$ cat src/rtl/fetch_stage_pkg.sv
// Shared definitions for the instruction fetch stage: widths, reset
// address, PC step, FSM state encoding and the buffered entry layout.
package fetch_stage_pkg;

  localparam int          INSN_W           = 32;
  localparam logic [31:0] DEFAULT_RESET_PC = 32'h8002_0000;
  localparam logic [31:0] PC_INC           = 32'd4;

  // Fetch FSM encoding
  localparam logic [1:0] ST_IDLE  = 2'd0;
  localparam logic [1:0] ST_FETCH = 2'd1;
  localparam logic [1:0] ST_WAIT  = 2'd2;
  localparam logic [1:0] ST_DRAIN = 2'd3;

  // One buffered instruction together with the address it came from
  typedef struct packed {
    logic [INSN_W-1:0] pc;
    logic [INSN_W-1:0] insn;
  } fetch_entry_t;

  // Instructions are word aligned: drop the byte offset of a target address
  function automatic logic [INSN_W-1:0] align_pc(input logic [INSN_W-1:0] addr);
    return {addr[INSN_W-1:2], 2'b00};
  endfunction

endpackage

$ cat src/rtl/fetch_buffer.sv
// Small synchronous FIFO of {pc, insn} entries between the memory
// response path and the decode output register. Flush wins over push/pop.
module fetch_buffer
  import fetch_stage_pkg::*;
#(
  parameter int  DEPTH = 2,
  localparam int PTR_W = (DEPTH > 1) ? $clog2(DEPTH) : 1,
  localparam int CNT_W = $clog2(DEPTH) + 1
) (
  input  logic               clk,
  input  logic               rst_n,
  input  logic               push,
  input  fetch_entry_t       push_data,
  input  logic               pop,
  input  logic               flush,
  output fetch_entry_t       head,
  output logic               empty,
  output logic               full,
  output logic [CNT_W-1:0]   count
);

  fetch_entry_t     mem_q [DEPTH];
  logic [PTR_W-1:0] wr_ptr_q, wr_ptr_d;
  logic [PTR_W-1:0] rd_ptr_q, rd_ptr_d;
  logic [CNT_W-1:0] count_q, count_d;
  logic             do_pop;

  assign empty  = (count_q == '0);
  assign full   = (count_q == CNT_W'(DEPTH));
  assign count  = count_q;
  assign head   = mem_q[rd_ptr_q];
  assign do_pop = pop && !empty;

  // Pointer and occupancy update; DEPTH is a power of two so pointers wrap naturally
  always_comb begin
    wr_ptr_d = wr_ptr_q;
    rd_ptr_d = rd_ptr_q;
    count_d  = count_q;
    if (flush) begin
      wr_ptr_d = '0;
      rd_ptr_d = '0;
      count_d  = '0;
    end else begin
      if (push)   wr_ptr_d = wr_ptr_q + 1'b1;
      if (do_pop) rd_ptr_d = rd_ptr_q + 1'b1;
      case ({push, do_pop})
        2'b10:   count_d = count_q + 1'b1;
        2'b01:   count_d = count_q - 1'b1;
        default: count_d = count_q;
      endcase
    end
  end

  // Control state registers
  always_ff @(posedge clk or negedge rst_n) begin
    if (!rst_n) begin
      wr_ptr_q <= '0;
      rd_ptr_q <= '0;
      count_q  <= '0;
    end else begin
      wr_ptr_q <= wr_ptr_d;
      rd_ptr_q <= rd_ptr_d;
      count_q  <= count_d;
    end
  end

  // Entry storage; contents are don't-care until pushed, so no reset
  always_ff @(posedge clk) begin
    if (push && !flush) begin
      mem_q[wr_ptr_q] <= push_data;
    end
  end

`ifndef SYNTHESIS
  // The fetch stage reserves a slot before requesting, so this must never happen
  push_when_full_a: assert property (@(posedge clk) disable iff (!rst_n)
    !(push && full))
    else $error("fetch_buffer: push while full");
`endif

endmodule

$ cat src/rtl/fetch_stage.sv
// Instruction fetch stage: walks the fetch PC, issues one memory request
// at a time, buffers returned words with their PCs and presents one
// instruction per cycle to decode, honouring stall and redirect.
module fetch_stage
  import fetch_stage_pkg::*;
#(
  parameter logic [31:0] RESET_PC  = DEFAULT_RESET_PC,
  parameter int          BUF_DEPTH = 2
) (
  input  logic        clk,
  input  logic        rst_n,
  output logic        imem_req_valid,
  input  logic        imem_req_ready,
  output logic [31:0] imem_req_addr,
  input  logic        imem_rsp_valid,
  input  logic [31:0] imem_rsp_data,
  input  logic        stall,
  input  logic        redirect,
  input  logic [31:0] redirect_pc,
  output logic [31:0] insn,
  output logic [31:0] pc,
  output logic        valid_insn
);

  localparam int CNT_W = $clog2(BUF_DEPTH) + 1;

  logic [1:0]        state_q, state_d;
  logic [31:0]       fetch_pc_q, fetch_pc_d;
  logic [31:0]       req_pc_q, req_pc_d;
  logic [31:0]       insn_q, insn_d;
  logic [31:0]       pc_q, pc_d;
  logic              valid_q, valid_d;

  logic              buf_push, buf_pop, buf_flush;
  logic              buf_empty, buf_full;
  logic [CNT_W-1:0]  buf_count;
  fetch_entry_t      buf_head, buf_wdata;
  logic              has_room;
  logic              req_accept;

  // Requests are only made from FETCH, where nothing is outstanding, so
  // occupancy alone decides whether a returning word has a slot.
  assign has_room       = (buf_count < CNT_W'(BUF_DEPTH));
  assign imem_req_valid = (state_q == ST_FETCH) && has_room;
  assign imem_req_addr  = fetch_pc_q;
  assign req_accept     = imem_req_valid && imem_req_ready;

  assign buf_wdata.pc   = req_pc_q;
  assign buf_wdata.insn = imem_rsp_data;

  assign insn       = insn_q;
  assign pc         = pc_q;
  assign valid_insn = valid_q;

  fetch_buffer #(
    .DEPTH (BUF_DEPTH)
  ) u_buf (
    .clk       (clk),
    .rst_n     (rst_n),
    .push      (buf_push),
    .push_data (buf_wdata),
    .pop       (buf_pop),
    .flush     (buf_flush),
    .head      (buf_head),
    .empty     (buf_empty),
    .full      (buf_full),
    .count     (buf_count)
  );

  // Fetch FSM: request/response sequencing, with redirect overriding everything
  always_comb begin
    state_d    = state_q;
    fetch_pc_d = fetch_pc_q;
    req_pc_d   = req_pc_q;
    buf_push   = 1'b0;
    buf_flush  = 1'b0;

    case (state_q)
      ST_IDLE: state_d = ST_FETCH;
      ST_FETCH: begin
        if (req_accept) begin
          req_pc_d   = fetch_pc_q;
          fetch_pc_d = fetch_pc_q + PC_INC;
          state_d    = ST_WAIT;
        end
      end
      ST_WAIT: begin
        if (imem_rsp_valid) begin
          buf_push = 1'b1;
          state_d  = ST_FETCH;
        end
      end
      ST_DRAIN: begin
        // The word for the abandoned path is dropped on the floor
        if (imem_rsp_valid) state_d = ST_FETCH;
      end
      default: state_d = ST_IDLE;
    endcase

    if (redirect) begin
      buf_flush  = 1'b1;
      buf_push   = 1'b0;
      fetch_pc_d = align_pc(redirect_pc);
      case (state_q)
        // A request accepted this cycle belongs to the old path: drain it
        ST_FETCH: state_d = req_accept ? ST_DRAIN : ST_FETCH;
        // Still waiting on an old-path word unless it lands right now
        ST_WAIT,
        ST_DRAIN: state_d = imem_rsp_valid ? ST_FETCH : ST_DRAIN;
        default:  state_d = ST_FETCH;
      endcase
    end
  end

  // Decode-facing output register: load from buffer head unless stalled
  always_comb begin
    insn_d  = insn_q;
    pc_d    = pc_q;
    valid_d = valid_q;
    buf_pop = 1'b0;
    if (redirect) begin
      valid_d = 1'b0;
    end else if (!stall) begin
      if (!buf_empty) begin
        insn_d  = buf_head.insn;
        pc_d    = buf_head.pc;
        valid_d = 1'b1;
        buf_pop = 1'b1;
      end else begin
        valid_d = 1'b0;
      end
    end
  end

  // FSM and PC state
  always_ff @(posedge clk or negedge rst_n) begin
    if (!rst_n) begin
      state_q    <= ST_IDLE;
      fetch_pc_q <= RESET_PC;
      req_pc_q   <= '0;
    end else begin
      state_q    <= state_d;
      fetch_pc_q <= fetch_pc_d;
      req_pc_q   <= req_pc_d;
    end
  end

  // Output register state
  always_ff @(posedge clk or negedge rst_n) begin
    if (!rst_n) begin
      insn_q  <= '0;
      pc_q    <= '0;
      valid_q <= 1'b0;
    end else begin
      insn_q  <= insn_d;
      pc_q    <= pc_d;
      valid_q <= valid_d;
    end
  end

`ifndef SYNTHESIS
  // A request with no free slot would overflow the buffer when it returns
  req_when_full_a: assert property (@(posedge clk) disable iff (!rst_n)
    !(imem_req_valid && buf_full))
    else $error("fetch_stage: request issued with full buffer");
`endif

endmodule

$ cat config.mk
export PLATFORM = sky130hd
export DESIGN_NAME = fetch_stage
export DESIGN_NICKNAME = d
export VERILOG_FILES = /design/src/rtl/fetch_stage_pkg.sv /design/src/rtl/fetch_buffer.sv /design/src/rtl/fetch_stage.sv
export SDC_FILE = /design/constraint.sdc
export NUM_CORES = 1
export LEC_CHECK = 0
export CORE_MARGIN = 2
export CORE_UTILIZATION = 45
export CTS_CLUSTER_SIZE = 16
export DETAILED_ROUTE_END_ITERATION = 12
export GPL_TIMING_DRIVEN = 0
export PLACE_DENSITY = 0.72
export SYNTH_ARGS = -nofsm -noshare
export SYNTH_HDL_FRONTEND = slang
export SYNTH_SLANG_ARGS = --single-unit
$ cat constraint.sdc
create_clock -name clk -period 6.1 [get_ports clk]
set_input_delay 0.61 -clock clk [delete_from_list [all_inputs] [get_ports clk]]
set_output_delay 0.61 -clock clk [all_outputs]
set_load 0.01 [all_outputs]
==> results.json <==
{
  "setup_viol": 0,
  "wl_per_cell_um": 18.1,
  "cts_buffers": 26,
  "layout.cells.non_filler": 1175,
  "dp.cells": 1127,
  "fp-row-count": 53,
  "syn_area_um2": 9720,
  "leakage_uw": 0.00477,
  "p_per_area_nw_per_um2": 393,
  "cp_max_fo": 11,
  "gp_congestion": 0.795,
  "crit_path_end_kind": "flip-flop",
  "netlist_instances": 678,
  "drv_cap": 0,
  "cts_max_level": 1,
  "io_pins": 168,
  "rrSetupSlack_ns": 3.70,
  "cts_hold_buf": 0,
  "grt_pass1_vias": 5904,
  "clock_latency_ns": 0.52,
  "coreArea_um2": 21100,
  "io_buffers": 160,
  "die_x_um": 151,
  "grt_max_degree": 75,
  "cts_sinks": 253,
  "ir_drop_mv": 0.211,
  "routed_wl_mm": 21.3,
  "layout_min_cycle_time_ns": 2.47,
  "dieHeight_um": 151,
  "avgSynthCellArea_um2": 14.3,
  "final-hold-violation-count": 0,
  "vias": 5961,
  "placed_cell_area_um2": 11900,
  "root_buffer": "clkbuf_16",
  "finalCritPeriodShare_pct": 40.5,
  "dieArea_um2": 22800,
  "place.detailed.hpwl_mm": 14.5,
  "antenna_cells": 0,
  "synthToLayoutAreaGrowth_pct": 31.4,
  "tightest_slew_ns": 0.993,
  "grt_overflow": 0,
  "drt-initial-drc-count": 312,
  "yosysWarnings": 0,
  "synth_cell_types": 34,
  "pre_cts_ws_ns": 3.03,
  "r2r_cells": 5,
  "r2r-end": "u_buf.mem_q[0][42]",
  "cts_tree": "built",
  "antenna_left": 0,
  "cp.arrival_ns": 2.70,
  "postCtsSetupBuffers": 0,
  "hold_path_class": "input port to async pin",
  "status": "complete, no violations",
  "setup_ws_ns": 3.63,
  "clock_skew_ns": 0.00767,
  "cts_buffer_depth": 3,
  "final_cell_area_um2": 12800,
  "slew_viol_final": 0,
  "drive_gt1_share_pct": 13.1,
  "grt_pass1_wl_mm": 32.4,
  "fin_nets": 951,
  "path_clk_slew_ns": 0.06,
  "grt_antenna_before_repair": 2,
  "dr.pass1.iters": 4,
  "fmax_mhz": 405,
  "via_per_inst": 5.07,
  "relSlewSlack_pct": 33.7,
  "worstPathRequired_ns": 6.33,
  "cp-start-kind": "input port",
  "ys_seq_area_share_pct": 71.6,
  "remaining_drc_errors": 0,
  "start_util_pct": 46.1,
  "setup_tns_ns": 0,
  "ys_ff_latch": 253,
  "utilization_pct": 60.6,
  "path_class": "input port to flip-flop",
  "rsz0062_at_grt": "false",
  "grt_usage_pct": 18.6,
  "r2r-start": "state_q[0]",
  "cts_resized": 0
}
==> metrics by stage <==
step	hold slack, ns	power (µW)
after floorplan	0.314	2780
after global placement	0.441	3410
after detailed placement	0.454	3440
after CTS	0.0593	5080
after global routing	0.0788	5270
final	0.0442	5020
==> synthesized netlist by cell type <==
| cell type | instances | area, µm² |
|---|---|---|
| nor3_1 | 7 | 35.0 |
| buf_2 | 13 | 65.1 |
| nand3b_1 | 1 | 7.51 |
| o21ai_1 | 11 | 55.1 |
| buf_6 | 1 | 11.3 |
| and4_1 | 4 | 35.0 |
| o21ai_0 | 17 | 85.1 |
| nor4bb_4 | 1 | 25.0 |
| and3b_1 | 1 | 8.76 |
| and4_4 | 2 | 22.5 |
| nor2_1 | 68 | 255 |
| buf_1 | 4 | 15.0 |
| nand2b_1 | 2 | 12.5 |
| a21oi_1 | 63 | 315 |
| ha_1 | 1 | 12.5 |
| nand4_1 | 16 | 100 |
| inv_1 | 2 | 7.51 |
| and2_1 | 5 | 31.3 |
| buf_8 | 1 | 15.0 |
| dfstp_2 | 2 | 52.6 |
| xor2_1 | 19 | 166 |
| nand3_1 | 7 | 35.0 |
| o21bai_1 | 2 | 15.0 |
| mux2_2 | 35 | 394 |
| conb_1 | 1 | 3.75 |
| xnor2_1 | 13 | 114 |
| edfxtp_1 | 124 | 3720 |
| buf_4 | 6 | 45.0 |
| dfrtp_1 | 127 | 3180 |
| nand2_1 | 34 | 128 |
| nor3b_1 | 2 | 15.0 |
| mux2i_1 | 63 | 631 |
| clkbuf_1 | 17 | 63.8 |
| and3_1 | 6 | 37.5 |
==> state kept, by name, summed over array words and instances, names as in the netlist <==
name,count
u_buf.rd_ptr_q,1
imem_req_addr,30
u_buf.mem_q,124
req_pc_q,30
u_buf.wr_ptr_q,1
u_buf.count,2
insn,32
pc,30
valid_insn,1
state_q,2
==> logic make-up (layout without fill, tap and decap cells) <==
family	Yosys count	in the layout	share of synthesized area [%]
other	1	4	0.0386
multiplexers	98	98	10.5
AO/OA/AOI/OAI	93	93	4.84
XOR/XNOR	32	32	2.88
buffers and inverters	44	263	2.29
AND/OR/NAND/NOR	156	156	7.70
adder cells (fa/ha/maj)	1	1	0.129
flip-flops	253	253	71.6
==> how the worst max path moves through the flow <==
stage / from / depth (start not counted) / slack [ns] / to
floorplan: redirect / 3 / 0.23 / u_buf.mem_q[0][0]
global placement: imem_rsp_valid / 3 / -2.95 / u_buf.mem_q[0][45]
detailed placement: imem_rsp_valid / 6 / 3.03 / u_buf.mem_q[0][45]
CTS: u_buf.count[1] / 2 / 3.56 / imem_req_valid
global route: imem_rsp_valid / 6 / 3.46 / u_buf.mem_q[0][42]
finish: imem_rsp_valid / 6 / 3.63 / u_buf.mem_q[0][42]
==> routing by layer <==
metal  GRT usage [%]  wire (µm)  vias to the layer above
met5               0         27                        -
met2            30.8      10000                      175
met1            25.7       9550                     2909
met4            4.11        346                        4
li1                -          -                     2833
met3            3.73       1330                       40
==> power breakdown <==
part / total [µW] / internal, µW / switching [µW] / leakage, µW
clock: 1620 / 985 / 633 / 0.000438
combinational: 1050 / 620 / 426 / 0.00167
sequential: 2360 / 2140 / 217 / 0.00267
==> final cells by class <==
type	count	area, µm²
inverters	2	7.51
well taps	275	344
clock inverters	12	141
clock buffers	36	749
flip-flops and latches	253	6950
fillers	1644	8320
plain buffers	42	215
repair buffers	171	1790
multi-input cells	384	2570
==> placed cells by master (no fill, tap or decap), drive strengths merged, types with 34 or more instances in the layout <==
cell type / instances
dfrtp: 127
buf: 37
clkbuf: 53
nor2: 68
edfxtp: 124
clkdlybuf4s50: 159
nand2: 34
mux2i: 63
a21oi: 63
mux2: 35
==> critical path, stage by stage <==
cell	delay, ns
clkdlybuf4s50_1	0.47
nand3b_1	0.27
nor3_2	0.76
buf_6	0.26
buf_8	0.17
buf_6	0.15
Power figures use the tool's default switching activity.
